File: src/rtl/alu_8bit.sv
// Registered 8-bit signed ALU: add/sub with carry, logic ops, multiply,
// divide with remainder and signed compare; one-cycle latency.
module alu_8bit (
    input  logic        clk,
    input  logic        rst,
    input  logic [7:0]  a,
    input  logic [7:0]  b,
    input  logic [2:0]  alu_op,
    input  logic        cin,
    output logic [15:0] result,
    output logic        cout,
    output logic [7:0]  div_rem
);

    typedef enum logic [2:0] {
        OP_ADD = 3'b000,
        OP_SUB = 3'b001,
        OP_AND = 3'b010,
        OP_OR  = 3'b011,
        OP_XOR = 3'b100,
        OP_MUL = 3'b101,
        OP_DIV = 3'b110,
        OP_SLT = 3'b111
    } alu_op_e;

    alu_op_e            w_op;
    logic signed [15:0] w_a16;
    logic signed [15:0] w_b16;
    logic signed [15:0] w_quot;
    logic signed [15:0] w_rem16;
    logic [8:0]         w_sum9;
    logic [8:0]         w_sub_rhs9;
    logic [15:0]        w_result;
    logic               w_cout;
    logic [7:0]         w_rem;

    assign w_op       = alu_op_e'(alu_op);
    assign w_a16      = {{8{a[7]}}, a};
    assign w_b16      = {{8{b[7]}}, b};
    assign w_sum9     = {1'b0, a} + {1'b0, b} + {8'd0, cin};
    assign w_sub_rhs9 = {1'b0, b} + {8'd0, cin};

    // Divide at 16 bits so -128 / -1 = +128 stays exact.
    always_comb begin
        w_quot  = '0;
        w_rem16 = '0;
        if (b != 8'd0) begin
            w_quot  = w_a16 / w_b16;
            w_rem16 = w_a16 % w_b16;
        end
    end

    always_comb begin
        w_result = '0;
        w_cout   = 1'b0;
        w_rem    = '0;
        case (w_op)
            OP_ADD: begin
                w_result = w_a16 + w_b16 + {15'd0, cin};
                w_cout   = w_sum9[8];
            end
            OP_SUB: begin
                w_result = w_a16 - w_b16 - {15'd0, cin};
                w_cout   = ({1'b0, a} < w_sub_rhs9);
            end
            OP_AND: w_result = {{8{a[7] & b[7]}}, a & b};
            OP_OR:  w_result = {{8{a[7] | b[7]}}, a | b};
            OP_XOR: w_result = {{8{a[7] ^ b[7]}}, a ^ b};
            OP_MUL: w_result = w_a16 * w_b16;
            OP_DIV: begin
                if (b == 8'd0) begin
                    w_rem  = a;
                    w_cout = 1'b1;
                end else begin
                    w_result = w_quot;
                    w_rem    = w_rem16[7:0];
                end
            end
            OP_SLT: w_result = {15'd0, (w_a16 < w_b16)};
            default: w_result = '0;
        endcase
    end

    always_ff @(posedge clk or posedge rst) begin
        if (rst) begin
            result  <= '0;
            cout    <= 1'b0;
            div_rem <= '0;
        end else begin
            result  <= w_result;
            cout    <= w_cout;
            div_rem <= w_rem;
        end
    end

endmodule

File: config.mk
export PLATFORM = sky130hd
export DESIGN_NAME = alu_8bit
export DESIGN_NICKNAME = d
export VERILOG_FILES = /design/src/rtl/alu_8bit.sv
export SDC_FILE = /design/constraint.sdc
export NUM_CORES = 1
export LEC_CHECK = 0
export ABC_AREA = 1
export CAP_MARGIN = 10
export CORE_ASPECT_RATIO = 1.2
export CORE_UTILIZATION = 59
export CTS_BUF_LIST = sky130_fd_sc_hd__clkbuf_16
export DETAILED_ROUTE_END_ITERATION = 16
export PLACE_DENSITY = 0.81
export SYNTH_ARGS = -nofsm -noshare
export SYNTH_HDL_FRONTEND = slang
export SYNTH_SLANG_ARGS = --single-unit
File: constraint.sdc
create_clock -name clk -period 0.8 [get_ports clk]
set_clock_uncertainty 0.1 [all_clocks]
set_input_delay 0.08 -clock clk [delete_from_list [all_inputs] [get_ports clk]]
set_output_delay 0.08 -clock clk [all_outputs]
set_load 0.02 [all_outputs]
==> impl_metrics.py, run 1 <==
metrics = {
    "outcome": {
        "status": "did not finish",
        "failed_stage": "4_1_cts",
        "error_line": "[ERROR DPL-0038] Utilization greater than 100%, impossible to legalize",
    },
    "die": {
        "die_height_um": 161,
        "die_w_um": 135,
        "rows": 57,
        "design.portCount": 47,
        "initial_core_util": 0.610,
    },
    "clock_network": {
        "cts_buffer_depth": 2,
        "cts-root-buf": "clkbuf_16",
        "post_cts_buffers": 151,
        "numCtsBuffers": 3,
        "cts.repair.resized": 571,
        "htree_levels": 1,
        "ctsHoldBuffers": 0,
        "clkSinkCount": 25,
    },
    "synthesis": {
        "synth_flop_cell": "dfrtp_1",
        "async_flop_share": 1.00,
        "synth_edf_count": 0,
        "ys_seq_elements": 25,
        "synth_area_sq_um": 12500,
        "yosysUniqueCellTypes": 68,
        "netlist_instances": 1864,
        "synth-seq-area-share": 0.0501,
        "ys_warn_count": 0,
        "syn-mean-instance-area_sq_um": 6.70,
    },
    "placement": {
        "placed_area_sq_um": 18400,
        "gp_congestion": 1.03,
        "dp_slack_ns": -23.78,
        "port_buffers": 46,
        "place_hpwl_mm": 44.8,
    },
}
## through the flow
| stage | cells | TNS (ns) | utilization |
|---|---|---|---|
| floorplan | 1906 | -476.42 | - |
| global placement | 2762 | -510.34 | 0.899 |
| detailed placement | 2762 | -571.94 | 0.899 |
## synth_stat cells (6+ instances only)
cell type	number	area share
nand2_1	415	0.12
inv_1	310	0.093
ha_1	218	0.22
a21oi_1	107	0.043
nor2_1	102	0.031
nand3_1	93	0.037
xor2_1	69	0.048
o21ai_0	65	0.026
fa_1	61	0.098
or2_2	37	0.019
xnor2_1	36	0.025
nand2_2	31	0.016
nor3_1	29	0.012
dfrtp_1	25	0.050
o21ai_2	24	0.017
nand3_2	22	0.018
o21ai_1	21	0.0084
clkbuf_1	15	0.0045
inv_2	13	0.0039
o21bai_1	13	0.0078
nand4_1	12	0.0060
o211ai_1	12	0.0072
buf_2	11	0.0044
a21o_1	6	0.0036
nor4_1	6	0.0030
o2111ai_1	6	0.0042
o22ai_1	6	0.0030
## logic make-up after synthesis
kind of cell / share of synthesized area
XOR/XNOR: 0.0736
multiplexers: 0.00240
adder cells (fa/ha/maj): 0.316
other: 0.000601
AND/OR/NAND/NOR: 0.287
buffers and inverters: 0.115
AO/OA/AOI/OAI: 0.155
flip-flops: 0.0501
==> run 2: changes to the inputs <==
==> config.mk (replaced) <==
export PLATFORM = sky130hd
export DESIGN_NAME = alu_8bit
export DESIGN_NICKNAME = d
export VERILOG_FILES = /design/src/rtl/alu_8bit.sv
export SDC_FILE = /design/constraint.sdc
export NUM_CORES = 1
export LEC_CHECK = 0
export ABC_AREA = 1
export CAP_MARGIN = 10
export CORE_UTILIZATION = 40
export DETAILED_ROUTE_END_ITERATION = 16
export PLACE_DENSITY_LB_ADDON = 0.15
export SYNTH_ARGS = -nofsm -noshare
export SYNTH_HDL_FRONTEND = slang
export SYNTH_SLANG_ARGS = --single-unit
==> constraint.sdc (replaced) <==
create_clock -name clk -period 1.05 [get_ports clk]
set_clock_uncertainty 0.1 [all_clocks]
set_input_delay 0.105 -clock clk [delete_from_list [all_inputs] [get_ports clk]]
set_output_delay 0.105 -clock clk [all_outputs]
set_load 0.02 [all_outputs]
==> run 2 against run 1 <==
  * The flow now finishes, with violations (setup timing)
  * Synthesized cell count did not move
  * Synthesized area did not move
==> impl_metrics.py, run 2 <==
metrics = {
    "outcome": {
        "status": "finished, violations left",
        "violations": "setup timing",
    },
    "finish": {
        "reg_top3": "result (16), div_rem (8), cout (1)",
        "top_register": "result",
        "n_fill_cell": 2333,
        "final_nets": 3009,
        "drive_gt1_frac": 0.506,
        "mostFrequentLayoutCells": "739 x buf_4, 309 x nand2_1, 270 x inv_1",
        "area_growth_pct": 76.1,
        "layout_commonest_cell": "buf_4",
        "largest_register_ffs": 16,
        "final_util": 0.717,
    },
    "setup_path": {
        "crit_top_cell": "nand2_2",
        "worstSetupPathType": "in2reg",
        "cp_slowest_cell": "a2111oi_4",
        "endpoint_kind": "register",
        "cp_data_arrival_time_ns": 21.81,
        "critPathTopFamily": "simple AND/OR/NAND/NOR gates",
        "crit_path_max_fanout": 8,
        "worstSetupStartpointType": "input port",
        "cp.required_ns": 1.03,
        "crit_buf_inv": 40,
        "cpPeakStageDelay_ns": 0.37,
    },
    "die": {
        "rows": 64,
        "die-area_sq_um": 31900,
        "core_region_area_sq_um": 30700,
        "design.portCount": 47,
        "initial_core_util": 0.407,
        "die_w_um": 179,
        "die_height_um": 179,
    },
    "placement": {
        "port_buffers": 46,
        "gp_congestion": 0.922,
        "place_hpwl_mm": 34.8,
    },
    "clock_network": {
        "cts_buffer_depth": 2,
        "htree_levels": 1,
        "cts_tree": "done",
        "numCtsBuffers": 3,
        "cts-root-buf": "clkbuf_16",
        "clk_pin_slew_ns": 0.08,
        "clkSinkCount": 25,
    },
    "global_routing": {
        "overflow": 0,
        "antenna_found_initial": 0,
        "busiest_layer": "met2",
        "grt_pass1_wl_mm": 73.1,
        "grt.met1_usage": 0.363,
        "use_met3": 0.0333,
        "use_met2": 0.510,
        "track_usage": 0.287,
        "grt_pass1_vias": 15300,
        "grt_max_degree": 27,
    },
    "timing": {
        "setup_viol": 29,
        "rsz0062_at_grt": "yes",
        "worstMarginPinSlew_ns": 0.815,
        "setup_slack_ns": -20.77,
        "hold_viol_final": 0,
        "fin_crit_ns": 21.82,
        "slew_headroom": 0.457,
        "drv_slew": 0,
        "finalCritPeriodShare": 20.8,
        "fmax_mhz": 45.8,
    },
    "synthesis": {
        "synth_area_sq_um": 12500,
        "synth_flop_cell": "dfrtp_1",
        "async_flop_share": 1.00,
        "netlist_top_cells_area": "ha_1 22%, nand2_1 12%, fa_1 9.8%, inv_1 9.3%, dfrtp_1 5.0%",
        "synth_edf_count": 0,
        "yosysUniqueCellTypes": 68,
        "synth_most_common_cell": "nand2_1",
        "netlist_instances": 1864,
        "synth-seq-area-share": 0.0501,
        "ys_seq_elements": 25,
        "netlist.area_leader.share": 0.218,
        "syn-mean-instance-area_sq_um": 6.70,
        "synth_largest_area_cell": "ha_1",
        "ys_warn_count": 0,
        "synth_common_cells": "415 x nand2_1, 310 x inv_1, 218 x ha_1, 107 x a21oi_1, 102 x nor2_1",
    },
    "job": {
        "cap_violations": 0,
    },
    "drt": {
        "wl_per_cell_um": 15.1,
        "vias": 15300,
        "routed_wl_mm": 46.8,
        "vias_per_cell": 4.93,
        "drt-initial-drc-count": 769,
        "drc": 0,
        "final_antenna_net_count": 0,
        "firstDrtPassIters": 5,
    },
    "hold_path": {
        "hp-class": "in2async",
    },
}
## run 2: cell counts after synthesis
Identical to the previous run, type by type.
## run 2: final timing paths
path | from | to | slack [ns] | cells after the start
setup / recovery | b[0] | result[12]$_DFF_PP0_ | -20.77 | 190
hold / removal | rst | result[4]$_DFF_PP0_ | 0.07 | 3
max in group asynchronous | rst | result[10]$_DFF_PP0_ | 0.61 | 3
min in group clk | a[0] | div_rem[0]$_DFF_PP0_ | 0.38 | 5
## run 2: metal layers
layer  vias up  part of all wire
met4         0             0.031
met5         -                 0
met3        99             0.046
li1       7707                 -
met1      7193              0.43
met2       317              0.49
## run 2: final cells by class
class	instances	area, sq um	share of cell area
tap	396	495	0.0225
clock buffer	3	75.1	0.00341
clock inverter	1	7.51	0.000341
timing repair buffer	831	6460	0.294
sequential	25	626	0.0284
inverter	329	1330	0.0605
timing repair inverter	2	12.5	0.000569
multi-input combinational	1516	13000	0.590
antenna	1	2.50	0.000114
## run 2: what timing repair did
item / in CTS / in global routing
gates resized for setup: 386 / 190
pin swaps: 224 / 166
hold buffers: 0 / 0
setup endpoints to repair: 50 / 30
buffers inserted: 146 / 45
cloned: 2 / 0
## run 2: cell families after synthesis
| family | count (synthesis) | share of synthesized area |
|---|---|---|
| multiplexers | 3 | 0.00240 |
| buffers and inverters | 365 | 0.115 |
| other | 2 | 0.000601 |
| XOR/XNOR | 105 | 0.0736 |
| AND/OR/NAND/NOR | 779 | 0.287 |
| AO/OA/AOI/OAI | 306 | 0.155 |
| flip-flops | 25 | 0.0501 |
| adder cells (fa/ha/maj) | 279 | 0.316 |
## run 2: stage by stage
step | hold WS (ns) | std cells | setup slack (ns) | TNS [ns] | cell area [sq um]
after floorplan | 0.0323 | 1906 | -19.81 | -470.79 | 13500
after global placement | 0.359 | 2911 | -21.34 | -508.81 | 18700
after detailed placement | 0.372 | 2911 | -22.00 | -524.76 | 18700
after CTS | 0.0797 | 3062 | -20.01 | -475.85 | 20900
after global routing | 0.117 | 3103 | -22.03 | -523.88 | 22000
final | 0.0657 | 3104 | -20.77 | -493.79 | 22000
Power of run 2 is not shown: default switching activity piles up to over one toggle a cycle in this logic, so the estimate is an artifact.
==> run 3: changes to the inputs <==
--- a/config.mk
+++ b/config.mk
@@ -7,7 +7,7 @@
 export LEC_CHECK = 0
 export ABC_AREA = 1
 export CAP_MARGIN = 10
-export CORE_UTILIZATION = 40
+export CORE_UTILIZATION = 35
 export DETAILED_ROUTE_END_ITERATION = 16
 export PLACE_DENSITY_LB_ADDON = 0.15
 export SYNTH_ARGS = -nofsm -noshare
==> run 3 against run 2 <==
  * Global-route usage is 3.4 points lower
  * Final area is 1.1% higher
  * Sequential share of layout area barely moved
  * Critical path type unchanged
  * The flow still finishes with violations (setup timing)
  * Setup slack improved by 0.12 ns
==> impl_metrics.py, run 3 (synthesis gave the netlist of run 2 again) <==
metrics = {
    "outcome": {
        "status": "finished, violations left",
        "violations": "setup timing",
    },
    "timing": {
        "setup_slack_ns": -20.65,
        "finalCritPeriodShare": 20.7,
        "fin_crit_ns": 21.70,
        "drv_slew": 0,
        "hold_viol_final": 0,
        "rsz0062_at_grt": "yes",
        "slew_headroom": 0.468,
        "worstMarginPinSlew_ns": 0.798,
        "fmax_mhz": 46.1,
        "setup_viol": 27,
    },
    "finish": {
        "mostFrequentLayoutCells": "725 x buf_4, 311 x nand2_1, 271 x inv_1",
        "final_nets": 3012,
        "reg_top3": "result (16), div_rem (8), cout (1)",
        "largest_register_ffs": 16,
        "final_util": 0.639,
        "drive_gt1_frac": 0.504,
        "antenna_cells": 0,
        "area_growth_pct": 78.1,
        "layout_commonest_cell": "buf_4",
        "top_register": "result",
    },
    "global_routing": {
        "grt_pass1_wl_mm": 74.4,
        "overflow": 0,
        "grt_pass1_vias": 15500,
        "grt_max_degree": 27,
        "antenna_found_initial": 0,
        "track_usage": 0.253,
    },
    "drt": {
        "final_antenna_net_count": 0,
        "vias": 15200,
        "vias_per_cell": 4.81,
        "routed_wl_mm": 46.9,
        "drc": 0,
        "firstDrtPassIters": 5,
        "drt-initial-drc-count": 800,
        "wl_per_cell_um": 14.8,
    },
    "die": {
        "die_w_um": 191,
        "initial_core_util": 0.359,
        "rows": 68,
        "core_region_area_sq_um": 34800,
        "die-area_sq_um": 36400,
        "die_height_um": 191,
        "design.portCount": 47,
    },
    "setup_path": {
        "cp_slowest_cell": "a2111oi_4",
        "critPathTopFamily": "simple AND/OR/NAND/NOR gates",
        "worstSetupStartpointType": "input port",
        "crit_path_max_fanout": 7,
        "crit_buf_inv": 48,
        "cp_data_arrival_time_ns": 21.69,
        "endpoint_kind": "register",
        "worstSetupPathType": "in2reg",
        "cp.depth": 187,
        "crit_top_cell": "nand2_2",
        "cp.required_ns": 1.04,
        "cpPeakStageDelay_ns": 0.41,
    },
    "clock_network": {
        "ctsHoldBuffers": 0,
        "numCtsBuffers": 3,
        "cts_tree": "done",
        "clkSinkCount": 25,
        "htree_levels": 1,
        "clk_pin_slew_ns": 0.08,
        "cts_buffer_depth": 2,
        "cts-root-buf": "clkbuf_16",
    },
    "hold_path": {
        "hp-class": "in2async",
    },
    "placement": {
        "place_hpwl_mm": 35.5,
        "gp_congestion": 0.942,
        "port_buffers": 46,
    },
    "job": {
        "cap_violations": 0,
    },
}
## run 3: cell types whose count changed in the layout (fill, tap and decap cells not counted), moves of 6 or more
| cell | change |
|---|---|
| a21oi_1 | +6 |
| a21oi_2 | -10 |
| buf_4 | -14 |
| buf_6 | +7 |
## run 3: worst max path at each step
stage / start / end / slack (ns)
global route: b[0] / div_rem[7]$_DFF_PP0_ / -22.07
finish: b[0] / result[13]$_DFF_PP0_ / -20.65
detailed placement: b[0] / result[15]$_DFF_PP0_ / -22.06
CTS: b[0] / result[15]$_DFF_PP0_ / -20.40
global placement: b[1] / result[15]$_DFF_PP0_ / -21.38
floorplan: b[0] / div_rem[4]$_DFF_PP0_ / -19.81
## run 3: stage by stage
stage	cell area [sq um]	hold slack, ns	TNS, ns	setup WS, ns	std cells
6_report	22200	0.0539	-493.62	-20.65	3165
5_1_grt	22200	0.0826	-527.55	-22.07	3165
4_1_cts	20900	0.0623	-486.82	-20.40	3121
3_5_place_dp	18800	0.353	-526.47	-22.06	2971
3_3_place_gp	18800	0.357	-510.05	-21.38	2971
2_1_floorplan	13500	0.0323	-470.79	-19.81	1906
## run 3: cell type report
type / count / area (sq um)
inverter: 329 / 1330
tap: 455 / 569
sequential: 25 / 626
clock buffer: 3 / 75.1
clock inverter: 1 / 7.51
multi-input combinational: 1516 / 13000
timing repair buffer: 833 / 6590
timing repair inverter: 3 / 21.3
fill: 2968 / 12600
## run 3: tightest hold or removal path, delay by kind of cell
family	cells	cell delay, ns
buffers and inverters	3	0.69
## run 3: per-layer routing
layer / track usage / routed length, um
met1: 0.323 / 20600
met2: 0.460 / 23300
met3: 0.0226 / 1860
met4: 0.0474 / 1070
met5: 0 / 0
## run 3: repair_timing
| action | 4_1_cts | 5_1_grt |
|---|---|---|
| cloned | 3 | 1 |
| pin swaps | 213 | 234 |
| gates resized for setup | 366 | 235 |
| setup buffers | 147 | 52 |
| endpoints found under the setup margin | 50 | 28 |
Power of run 3 is left out for the same reason.
